[src/rtl/sync_fifo_mc.sv]
// Multi-channel synchronous FIFO: NUM_CH independent circular buffers sharing one write and one read port.
// Optional sticky overflow/underflow tracking is enabled by defining SYNC_FIFO_MC_ERR_EN.
module sync_fifo_mc #(
  parameter int unsigned DATA_WIDTH   = 8,
  parameter int unsigned DEPTH        = 16,
  parameter int unsigned NUM_CH       = 4,
  parameter int unsigned AFULL_THRESH = DEPTH - 2,
  localparam int unsigned AW = $clog2(DEPTH),
  localparam int unsigned CW = (NUM_CH > 1) ? $clog2(NUM_CH) : 1
) (
  input  logic                     clk,
  input  logic                     rst,
  input  logic                     wr_en,
  input  logic [CW-1:0]            wr_ch,
  input  logic [DATA_WIDTH-1:0]    din,
  input  logic                     rd_en,
  input  logic [CW-1:0]            rd_ch,
  output logic                     rd_valid,
  output logic [DATA_WIDTH-1:0]    dout,
  output logic [NUM_CH-1:0]        full,
  output logic [NUM_CH-1:0]        empty,
  output logic [NUM_CH-1:0]        afull,
  output logic [NUM_CH*(AW+1)-1:0] count,
  output logic [NUM_CH-1:0]        ovf,
  output logic [NUM_CH-1:0]        udf,
  input  logic                     err_clr
);

  localparam int unsigned CNTW = AW + 1;

  logic [DATA_WIDTH-1:0] mem    [NUM_CH][DEPTH];
  logic [AW-1:0]         wr_ptr [NUM_CH];
  logic [AW-1:0]         rd_ptr [NUM_CH];
  logic [CNTW-1:0]       cnt_q  [NUM_CH];
  logic [CNTW-1:0]       cnt_d  [NUM_CH];
  logic [NUM_CH-1:0]     wr_acc;
  logic [NUM_CH-1:0]     rd_acc;
  logic [DATA_WIDTH-1:0] rd_data;

  // Per-channel accept decisions; out-of-range channel indices match no channel and are dropped.
  always_comb begin
    cnt_q   = '{default: '0};
    cnt_d   = '{default: '0};
    wr_acc  = '0;
    rd_acc  = '0;
    rd_data = '0;
    for (int i = 0; i < int'(NUM_CH); i++) begin
      cnt_q[i]  = count[i*CNTW +: CNTW];
      rd_acc[i] = rd_en && (rd_ch == CW'(i)) && (cnt_q[i] != '0);
      // A full channel still takes a write when the same cycle pops from it.
      wr_acc[i] = wr_en && (wr_ch == CW'(i)) && ((cnt_q[i] != CNTW'(DEPTH)) || rd_acc[i]);
      cnt_d[i]  = cnt_q[i] + CNTW'(wr_acc[i]) - CNTW'(rd_acc[i]);
      if (rd_acc[i]) rd_data = mem[i][rd_ptr[i]];
    end
  end

  // Pointers, occupancy, flags and read port; flags are computed from the post-edge count.
  always_ff @(posedge clk) begin
    if (rst) begin
      count    <= '0;
      full     <= '0;
      empty    <= '1;
      afull    <= '0;
      rd_valid <= 1'b0;
      dout     <= '0;
      for (int i = 0; i < int'(NUM_CH); i++) begin
        wr_ptr[i] <= '0;
        rd_ptr[i] <= '0;
      end
    end else begin
      rd_valid <= |rd_acc;
      if (|rd_acc) dout <= rd_data;
      for (int i = 0; i < int'(NUM_CH); i++) begin
        if (wr_acc[i]) wr_ptr[i] <= wr_ptr[i] + AW'(1);
        if (rd_acc[i]) rd_ptr[i] <= rd_ptr[i] + AW'(1);
        count[i*CNTW +: CNTW] <= cnt_d[i];
        full[i]  <= (cnt_d[i] == CNTW'(DEPTH));
        empty[i] <= (cnt_d[i] == '0);
        afull[i] <= (cnt_d[i] >= CNTW'(AFULL_THRESH));
      end
    end
  end

  // Storage is not reset; stale contents are unreachable once the pointers clear.
  always_ff @(posedge clk) begin
    for (int i = 0; i < int'(NUM_CH); i++) begin
      if (!rst && wr_acc[i]) mem[i][wr_ptr[i]] <= din;
    end
  end

`ifdef SYNC_FIFO_MC_ERR_EN
  logic [NUM_CH-1:0] wr_rej;
  logic [NUM_CH-1:0] rd_rej;

  always_comb begin
    wr_rej = '0;
    rd_rej = '0;
    for (int i = 0; i < int'(NUM_CH); i++) begin
      wr_rej[i] = wr_en && (wr_ch == CW'(i)) && !wr_acc[i];
      rd_rej[i] = rd_en && (rd_ch == CW'(i)) && !rd_acc[i];
    end
  end

  // Sticky error bits; a new event in the clearing cycle survives the clear.
  always_ff @(posedge clk) begin
    if (rst) begin
      ovf <= '0;
      udf <= '0;
    end else begin
      ovf <= (err_clr ? '0 : ovf) | wr_rej;
      udf <= (err_clr ? '0 : udf) | rd_rej;
    end
  end
`else
  logic unused_err_clr;

  assign ovf            = '0;
  assign udf            = '0;
  assign unused_err_clr = err_clr;
`endif

endmodule

[config.mk]
export PLATFORM = sky130hd
export DESIGN_NAME = sync_fifo_mc
export DESIGN_NICKNAME = d
export VERILOG_FILES = /design/src/rtl/sync_fifo_mc.sv
export SDC_FILE = /design/constraint.sdc
export NUM_CORES = 1
export LEC_CHECK = 0
export ABC_AREA = 1
export BUFFER_PORTS_ARGS = -buffer_cell sky130_fd_sc_hd__buf_2
export CAP_MARGIN = 20
export CORE_AREA = 2 2 329 233
export CTS_BUF_LIST = sky130_fd_sc_hd__clkbuf_8
export DETAILED_ROUTE_END_ITERATION = 7
export DIE_AREA = 0 0 331 235
export GPL_ROUTABILITY_DRIVEN = 1
export GPL_TIMING_DRIVEN = 1
export SYNTH_ARGS = -nofsm -noshare
export SYNTH_HDL_FRONTEND = slang
export SYNTH_SLANG_ARGS = --single-unit
[constraint.sdc]
create_clock -name clk -period 3.4 [get_ports clk]
set_input_delay 0.17 -clock clk [delete_from_list [all_inputs] [get_ports clk]]
set_output_delay 0.17 -clock clk [all_outputs]
set_load 0.03 [all_outputs]
==> metrics.cfg, run 1 <==
[yosys]
syn_inst = 2514
synth-seq-area-share_pct = 66.25
synthFlopType = edfxtp_1
yosys.area.top_type = edfxtp_1
synthSimpleGateAreaFrac_pct = 20.56
synthXorXnorAreaFrac_pct = 0.9808
synth-compound-area-share_pct = 2.179
synth_warnings = 0
synth-seq-cells = 585
syn_avg_cell_area_um2 = 10.30
syn_area_um2 = 25900
synth_top_area_share_pct = 63.08
synthArstFlopShare_pct = 0
synth_fa_ha_area_share_pct = 2.435
yosysUniqueCellTypes = 36
synth_edf_count = 544
synth_top_family_by_area = simple AND/OR/NAND/NOR gates
yosys-top-cells-area = edfxtp_1 63%, nand2_1 11%, nand3_1 5.5%, inv_1 4.9%, dfxtp_1 3.2%
synth.area.mux_share_pct = 0

[drt]
drc_errors = 0
drt-pass1-iter-count = 7
wl_per_cell_um = 17.87
via_per_inst = 4.683
vias = 17391
antenna_left = 0
drt_iter0_drc = 1853
wl_um = 66360

[outcome]
status = completed

[cells_and_area]
layout_commonest_cell = nand2_1
fin_area_um2 = 29240
ff_latch_area_um2 = 17160
fillers = 7300
multi_input_area_um2 = 6804
layout-drive-gt1-share_pct = 11.19
final_util_pct = 39.19
fin_cells = 3714
diodes = 0
final_nets = 2717
areaGrowthSynthToFinish_pct = 12.92
mostFrequentLayoutCells = 766 x nand2_1, 544 x edfxtp_1, 355 x inv_1, 283 x nand3_1, 204 x nor2_1

[min_path]
min_to = mem[3][13]$_DFFE_PP_
hp-start = din[5]
hold_class = in -> reg
hold_depth = 1

[cts]
post_cts_buffers = 0
clk_latency_ns = 0.70
path_clk_slew_ns = 0.07
h-tree-depth = 3
clock_sinks = 585
cts_tree = done
cts-root-buf = clkbuf_8
numCtsBuffers = 89
cts_resized = 0
clk_path_buf_depth = 3
cts_hold_buf = 3

[worst_setup_path]
cp.arrival_ns = 3.62
cp-end-kind = register
rr_worst_depth = 17
reg2reg_to = afull[3]$_SDFF_PP0_
rrSetupSlack_ns = 0.34
critPathLaunchType = register
critical_path_required_ns = 3.97
r2r_start = count[17]$_SDFF_PP0_
cp_max_fo = 4
critPathKind = reg -> reg

[floorplan]
initial_core_util_pct = 34.70
die_h_um = 235
std_cell_rows = 84
core_area_um2 = 74620
io_pins = 66
die_area_um2 = 77790
die_x_um = 331

[power_and_ir_drop]
cellLeakagePower_nw = 12.16
power.density_nw_per_um2 = 584.2
peakVddDrop_uv = 414.7

[timing]
maxSlewHeadroom_pct = 32.56
tightest_slew_ns = 1.012
fin_skew_ns = 0.03170
rsz0062_at_grt = false
finalCriticalPeriod_ns = 3.055
drv_slew = 0
setup_tns_ns = 0
setup_slack_ns = 0.3445
setup_viol = 0
max_freq_mhz = 327.3
hold_viol = 0
post-route-period-util_pct = 89.87

[grt]
grt_max_degree = 80
grt.met3_usage_pct = 4.762
grt.met2_usage_pct = 22.58
grt-busiest-layer = met1
grt_pass1_vias = 16546
gr-total-overflow = 0
grt_pass1_wl_um = 101200
track_usage_pct = 17.15
antenna_found_initial = 1
grt_use_met1_pct = 27.43

[placed_design]
dp_cells = 3545
hpwl_um = 42200
placed_area_um2 = 27530
preCtsSetupSlack_ns = 0.4014
place_congestion = 0.8407
io_buffers = 56

[flow_run]
maxCapViolCount = 0

==> worst max path at each step <==
| stage | startpoint | to | slack (ns) | cells past startpoint |
|---|---|---|---|---|
| 3_3_place_gp | count[18]$_SDFF_PP0_ | afull[3]$_SDFF_PP0_ | 0.49 | 17 |
| 6_report | count[17]$_SDFF_PP0_ | afull[3]$_SDFF_PP0_ | 0.34 | 17 |
| 4_1_cts | count[17]$_SDFF_PP0_ | afull[3]$_SDFF_PP0_ | 0.39 | 17 |
| 5_1_grt | count[17]$_SDFF_PP0_ | afull[3]$_SDFF_PP0_ | 0.14 | 17 |
| 2_1_floorplan | count[12]$_SDFF_PP0_ | empty[2]$_SDFF_PP1_ | 0.59 | 19 |
| 3_5_place_dp | count[17]$_SDFF_PP0_ | afull[3]$_SDFF_PP0_ | 0.40 | 17 |
==> kinds of logic after synthesis <==
kind of cell             Yosys count
buffers and inverters            465
AO/OA/AOI/OAI                    100
flip-flops                       585
AND/OR/NAND/NOR                 1286
adder cells (fa/ha/maj)           48
XOR/XNOR                          29
other                              1
==> synth_stat cells (2+ instances only) <==
cell type and count:
a21oi_1 24, buf_1 7, buf_2 59, buf_4 25, buf_6 4, clkbuf_1 11
clkinv_1 3, dfxtp_1 41, edfxtp_1 544, fa_1 4, ha_1 44, inv_1 340
inv_2 14, nand2_1 766, nand2_2 4, nand3_1 283, nand3_2 8, nand3b_1 2
nand4_1 6, nand4_2 2, nor2_1 204, nor2_2 4, nor3_1 2, o211ai_1 23
o21ai_0 29, o21ai_1 22, or2_2 3, xnor2_1 10, xor2_1 19
==> metrics by stage <==
| step | power [mW] | hold WS, ns |
|---|---|---|
| 2_1_floorplan | 10.54 | 0.2689 |
| 3_3_place_gp | 11.61 | 0.5133 |
| 3_5_place_dp | 11.63 | 0.5243 |
| 4_1_cts | 17.20 | 0.01626 |
| 5_1_grt | 17.92 | 0.06228 |
| 6_report | 17.08 | 0.06695 |
==> layer usage <==
layer | part of all wire [%] | vias up
met4 | 1.3 | 0
met2 | 39 | 638
li1 | - | 8456
met3 | 9.6 | 76
met5 | 0 | -
met1 | 50 | 8221
==> area by class of cell <==
cell class                      instances  share of cell area, %
Timing Repair Buffer                  147                  3.586
Tap cell                              989                  4.232
Sequential cell                       585                  58.67
Multi-Input combinational cell       1471                  23.27
Inverter                              358                  4.604
Clock inverter                         75                  1.451
Clock buffer                           89                  4.189
==> worst max-delay path, stage by stage (launching register included) <==
cell and delay (ns):
dfxtp_1 0.38, inv_1 0.08, ha_1 0.23, nand3b_1 0.09, nand2_1 0.12, nand4_1 0.12
nand4_2 0.22, ha_1 0.36, inv_1 0.04, ha_1 0.19, fa_1 0.40, nand2_1 0.08
a21oi_1 0.06, nor2_1 0.14, xnor2_1 0.14, nor2_1 0.08, inv_1 0.11, o21ai_0 0.07
==> state kept, by name (all words and copies together) (netlist names), 4 cells and up <==
register,cells
afull,4
count,20
dout,8
empty,4
full,4
mem,512
rd_ptr,16
wr_ptr,16
==> where the power goes <==
group / total [mW] / switching, mW / internal, mW
sequential: 8.31 / 0.206 / 8.11
combinational: 3.18 / 2.25 / 0.936
clock: 5.59 / 2.88 / 2.71
No activity file was read; power rests on OpenSTA's default activity.
==> run 2: changes to the inputs <==
==> constraint.sdc (replaced) <==
create_clock -name clk -period 3.4 [get_ports clk]
set_input_delay 0.34 -clock clk [delete_from_list [all_inputs] [get_ports clk]]
set_output_delay 0.34 -clock clk [all_outputs]
set_load 0.03 [all_outputs]
==> run 2 against run 1 <==
Net effect:
- first-iteration DRC count is 6.9% lower
- die area is the same
- register-to-register slack better by 0.18 ns
- largest cell class unchanged
==> metrics.cfg, run 2 (synthesized netlist as in run 1, its figures left out) <==
[cells_and_area]
fillers = 7320  ; +0.27%
fin_area_um2 = 29080  ; -0.55%
ff_latch_area_um2 = 17160  ; unchanged
areaGrowthSynthToFinish_pct = 12.30
multi_input_area_um2 = 6804  ; unchanged
final_nets = 2713  ; -0.15%
final_util_pct = 38.97  ; -0.21 points
diodes = 0  ; unchanged
mostFrequentLayoutCells = 766 x nand2_1, 544 x edfxtp_1, 373 x inv_1, 283 x nand3_1, 204 x nor2_1
layout-drive-gt1-share_pct = 10.56  ; -0.64 points
largest_reg_flops = 512  ; unchanged
layout_commonest_cell = nand2_1

[grt]
grt_pass1_wl_um = 99030  ; -2.1%
track_usage_pct = 16.77  ; -0.38 points
gr-total-overflow = 0  ; unchanged
grt_max_degree = 80  ; unchanged
grt_pass1_vias = 16168  ; -2.3%
antenna_found_initial = 1  ; unchanged

[min_path]
hold_class = in -> reg

[drt]
vias = 17497  ; +0.61%
wl_um = 65280  ; -1.6%
antenna_left = 0  ; unchanged
drc_errors = 0  ; unchanged
drt_iter0_drc = 1726  ; -6.9%
wl_per_cell_um = 17.60  ; -1.5%
via_per_inst = 4.719  ; +0.77%
drt-pass1-iter-count = 8  ; +1

[floorplan]
die_x_um = 331  ; unchanged
std_cell_rows = 84  ; unchanged
io_pins = 66  ; unchanged
die_area_um2 = 77790  ; unchanged
die_h_um = 235  ; unchanged
core_area_um2 = 74620  ; unchanged
initial_core_util_pct = 34.70  ; unchanged

[placed_design]
place_congestion = 0.8396  ; -0.13%
placed_area_um2 = 27550  ; about the same
hpwl_um = 41860  ; -0.81%
io_buffers = 56  ; unchanged

[worst_setup_path]
max_stage_delay_ns = 0.40  ; about the same
cp_max_fo = 4  ; unchanged
critical_path.cell_chain = inv_1 > ha_1 > nand3b_1 > nand2_1 > nand4_1 > nand4_2 > ha_1 > inv_1 > ha_1 > fa_1 > nand2_1 > a21oi_1 > nor2_1 > xnor2_1 > nor2_1 > inv_1 > o21ai_0
cpMaxStageDelayCell = fa_1
critPathKind = reg -> reg
crit_buf_inv = 3  ; unchanged
cp.arrival_ns = 3.41  ; -0.21 ns
critPathLaunchType = register
cp_top_family = adder cells
critical_path_required_ns = 3.93  ; -0.04 ns
cp-end-kind = register

[power_and_ir_drop]
seq_power_share_pct = 49.8  ; +1.1 points
peakVddDrop_uv = 500.6  ; +21%
internal_power_mw = 11.49  ; -2.2%
switching_share_pct = 31.11  ; -0.11 points
power.density_nw_per_um2 = 573.5  ; -1.8%
power.switching_mw = 5.189  ; -2.7%
pwr-share-comb_pct = 19.0  ; +0.4 points
p_clk_share_pct = 31.2  ; -1.5 points
cellLeakagePower_nw = 12.14  ; -0.19%

[timing]
finalCriticalPeriod_ns = 2.876  ; -0.1797 ns
hold_viol = 0  ; unchanged
max_freq_mhz = 347.7  ; +6.2%
tightest_slew_ns = 1.001  ; -0.01018 ns
maxSlewHeadroom_pct = 33.24  ; +0.68 points
drv_slew = 0  ; unchanged
rsz0062_at_grt = false
fin_skew_ns = 0.04230  ; +0.01061 ns
setup_tns_ns = 0  ; unchanged
post-route-period-util_pct = 84.58  ; -5.3 points
setup_viol = 0  ; unchanged

[cts]
numCtsBuffers = 86  ; -3.4%
post_cts_buffers = 0  ; unchanged
cts_hold_buf = 0  ; -3
cts_tree = done
h-tree-depth = 3  ; unchanged
clk_latency_ns = 0.68  ; -0.02 ns
cts_resized = 0  ; unchanged
clock_sinks = 585  ; unchanged
cts-root-buf = clkbuf_8
clk_path_buf_depth = 3  ; unchanged
path_clk_slew_ns = 0.06  ; about the same

[outcome]
status = completed

[flow_run]
maxCapViolCount = 0  ; unchanged

## run 2: cell count changes in the layout (fill, tap and decap cells not counted), sizes merged
cell         previous run  this run
dlygate4sd3             4         0
clkinv                 53        33
bufinv                  3         0
inv                   373       393
buf                   143       146
clkinvlp                4         2
## run 2: cell type report
class / instances / area share [%]
repair buffers: 146 / 3.459
clock buffers: 89 / 4.212
clock inverters: 70 / 1.054
multi-input cells: 1471 / 23.40
flip-flops and latches: 585 / 58.99
well taps: 989 / 4.255
inverters: 358 / 4.629
## run 2: final timing paths
| kind | slack [ns] | cells after the start | to | startpoint |
|---|---|---|---|---|
| min reg2reg | 0.54 | 2 | dout[1]$_SDFFE_PP0P_ | dout[1]$_SDFFE_PP0P_ |
| max | 0.52 | 17 | afull[3]$_SDFF_PP0_ | count[18]$_SDFF_PP0_ |
| max reg2reg | 0.52 | 17 | afull[3]$_SDFF_PP0_ | count[18]$_SDFF_PP0_ |
| min | 0.12 | 2 | count[5]$_SDFF_PP0_ | rst |
## run 2: worst register-to-register path, cell delays in order (launching register included)
cell      delay [ns]
dfxtp_1         0.37
inv_1           0.09
ha_1            0.20
nand3b_1        0.09
nand2_1         0.13
nand4_1         0.12
nand4_2         0.17
ha_1            0.33
inv_1           0.04
ha_1            0.19
fa_1            0.40
nand2_1         0.08
a21oi_1         0.06
nor2_1          0.12
xnor2_1         0.14
nor2_1          0.08
inv_1           0.09
o21ai_0         0.08
## run 2: per-layer routing
metal	GRT usage, %	routed length (um)	vias to the layer above
met3	4.095	6141	85
met5	0	0	-
met1	27.14	32540	8362
met4	3.549	957	0
met2	22.17	25650	609
li1	-	-	8441
## run 2: power by group through the flow
| stage | combinational (mW) | clock, mW | sequential [mW] |
|---|---|---|---|
| 3_3_place_gp | 3.14 | 0 | 8.45 |
| 6_report | 3.18 | 5.20 | 8.30 |
| 2_1_floorplan | 1.83 | 0 | 8.71 |
| 4_1_cts | 3.18 | 5.31 | 8.31 |
| 3_5_place_dp | 3.17 | 0 | 8.46 |
| 5_1_grt | 3.54 | 5.62 | 8.33 |
## run 2: per-stage QoR
stage               std cells  hold slack [ns]  setup slack [ns]  power, mW
floorplan                2521           0.4389            0.5863      10.54
global placement         3549           0.5218            0.5573      11.59
detailed placement       3549           0.5255            0.5259      11.62
CTS                      3708          0.06361            0.5190      16.80
global route             3708          0.09824            0.2469      17.48
finish                   3708           0.1224            0.5242      16.68
==> run 3: changes to the inputs <==
clock period = 2.9 ns   (was 3.4 ns; I/O delays follow)
==> run 3 against run 2 <==
Net effect:
- global-route usage up 0.16 points
- power up 22%
- via count down 1.5%
- worst hold slack worse by 0.073 ns
- first-iteration DRC count down 3.6%
- non-clock buffer count up 38
- combinational power up 23%
- routed wire length down 0.16%
- largest cell class unchanged
- highest routed layer is now met5
- sequential cell count unchanged
- clock power up 28%
- die area unchanged
- critical endpoint is now empty[0]$_SDFF_PP1_
==> metrics.cfg, run 3 (synthesized netlist as in run 1, its figures left out) <==
[outcome]
status = completed

[timing]
post-route-period-util_pct = 90.91  ; +6.3 points
tightest_slew_ns = 0.9873  ; -0.01402 ns
worst_hold_slack_ns = 0.04890  ; -0.07345 ns
setup_tns_ns = 0  ; unchanged
maxSlewHeadroom_pct = 34.18  ; +0.93 points
max_freq_mhz = 379.3  ; +9.1%
hold_viol = 0  ; unchanged
fin_skew_ns = 0.02287  ; -0.01943 ns
setup_slack_ns = 0.2635  ; -0.2607 ns
drv_slew = 0  ; unchanged
finalCriticalPeriod_ns = 2.636  ; -0.2393 ns
setup_viol = 0  ; unchanged
rsz0062_at_grt = false

[worst_setup_path]
critPathKind = reg -> reg
cp-end-kind = register
cp_max_fo = 3  ; -1
critical_path.cell_chain = inv_1 > ha_1 > nand2_1 > nor2_2 > nand2_1 > nand2_1 > buf_4 > inv_2 > ha_1 > inv_1 > ha_2 > fa_2 > nand2_1 > a21oi_1 > nor2_1 > or2_2 > nand3_2 > inv_1 > a21oi_2
max_stage_delay_ns = 0.33  ; -0.07 ns
cpMaxStageDelayCell = dfxtp_1
critical_path_required_ns = 3.51  ; -0.42 ns
cp.arrival_ns = 3.25  ; -0.16 ns
cp_common_cell = nand2_1
critPathLaunchType = register
crit_buf_inv = 5  ; +2
cp_top_family = simple AND/OR/NAND/NOR gates
rrSetupSlack_ns = 0.26  ; -0.26 ns

[grt]
grt_pass1_vias = 16722  ; +3.4%
grt_max_degree = 80  ; unchanged
grt_pass1_wl_um = 100100  ; +1.1%
antenna_found_initial = 2  ; +1
gr-total-overflow = 0  ; unchanged
track_usage_pct = 16.93  ; +0.16 points

[floorplan]
io_pins = 66  ; unchanged
std_cell_rows = 84  ; unchanged
core_area_um2 = 74620  ; unchanged
die_area_um2 = 77790  ; unchanged
die_x_um = 331  ; unchanged
initial_core_util_pct = 34.70  ; unchanged
die_h_um = 235  ; unchanged

[power_and_ir_drop]
finalPower_mw = 20.29  ; +22%
peakVddDrop_uv = 497.9  ; -0.55%
cellLeakagePower_nw = 12.43  ; +2.4%
power.density_nw_per_um2 = 683.0  ; +19%

[drt]
via_per_inst = 4.597  ; -2.6%
wl_per_cell_um = 17.39  ; -1.2%
drc_errors = 0  ; unchanged
wl_um = 65180  ; -0.16%
antenna_left = 0  ; unchanged
vias = 17230  ; -1.5%
drt_iter0_drc = 1664  ; -3.6%
drt-pass1-iter-count = 7  ; -1

[cells_and_area]
largest_reg_flops = 512  ; unchanged
diodes = 0  ; unchanged
mostFrequentLayoutCells = 764 x nand2_1, 544 x edfxtp_1, 365 x inv_1, 281 x nand3_1, 201 x nor2_1
layout-drive-gt1-share_pct = 13.01  ; +2.5 points
fin_area_um2 = 29710  ; +2.2%
areaGrowthSynthToFinish_pct = 14.73
final_util_pct = 39.82  ; +0.84 points
final_nets = 2752  ; +1.4%
fin_cells = 3748  ; +1.1%
layout_commonest_cell = nand2_1

[cts]
cts-root-buf = clkbuf_8
h-tree-depth = 3  ; unchanged
numCtsBuffers = 87  ; +1.2%
clk_path_buf_depth = 3  ; unchanged
clock_sinks = 585  ; unchanged
cts_tree = done
clk_latency_ns = 0.68  ; about the same
path_clk_slew_ns = 0.07  ; about the same

[placed_design]
dp_cells = 3585  ; +1.0%
placed_area_um2 = 27930  ; +1.4%
hpwl_um = 42210  ; +0.84%
preCtsSetupSlack_ns = 0.1394  ; -0.3864 ns
io_buffers = 56  ; unchanged
place_congestion = 0.9093  ; +8.3%

[flow_run]
maxCapViolCount = 0  ; unchanged

[min_path]
hold_class = in -> reg

-- run 3: changes by cell type in the layout (fill, tap and decap cells not counted), sizes merged --
cell / previous run / this run
dlygate4sd3: 0 / 1
buf: 146 / 183
clkbuf: 89 / 102
bufinv: 0 / 2
clkinvlp: 2 / 4
inv: 393 / 380
clkinv: 33 / 31
-- run 3: repair_timing --
| action | 4_1_cts | 5_1_grt |
|---|---|---|
| gates resized for setup | 0 | 20 |
| setup endpoints to repair | 0 | 13 |
| endpoints found under the hold margin | 8 | 0 |
| buffers inserted | 0 | 1 |
| hold buffers | 1 | 0 |
-- run 3: metal layers --
metal | track usage, % | vias up | part of all wire [%]
met4 | 3.754 | 2 | 1.5
li1 | - | 8526 | -
met1 | 26.35 | 8125 | 50
met2 | 23.03 | 503 | 40
met3 | 4.778 | 74 | 8.6
met5 | 0 | - | 0.017
-- run 3: layout make-up --
cell class	count	area, um^2
Inverter	358	1349
Clock buffer	102	1404
Fill cell	7278	44910
Tap cell	989	1237
Clock inverter	59	306.5
Multi-Input combinational cell	1471	6845
Sequential cell	585	17160
Timing Repair Buffer	184	1406
-- run 3: worst paths after layout --
path	start	to	depth (start not counted)
setup / recovery	count[3]$_SDFF_PP0_	empty[0]$_SDFF_PP1_	19
hold / removal	din[0]	mem[2][88]$_DFFE_PP_	1
setup reg to reg	count[3]$_SDFF_PP0_	empty[0]$_SDFF_PP1_	19
hold reg to reg	dout[5]$_SDFFE_PP0P_	dout[5]$_SDFFE_PP0P_	2
-- run 3: report_power, final --
| part | internal [mW] | total, mW | switching (mW) |
|---|---|---|---|
| combinational | 1.23 | 3.92 | 2.69 |
| sequential | 9.51 | 9.74 | 0.228 |
| clock | 3.39 | 6.64 | 3.25 |
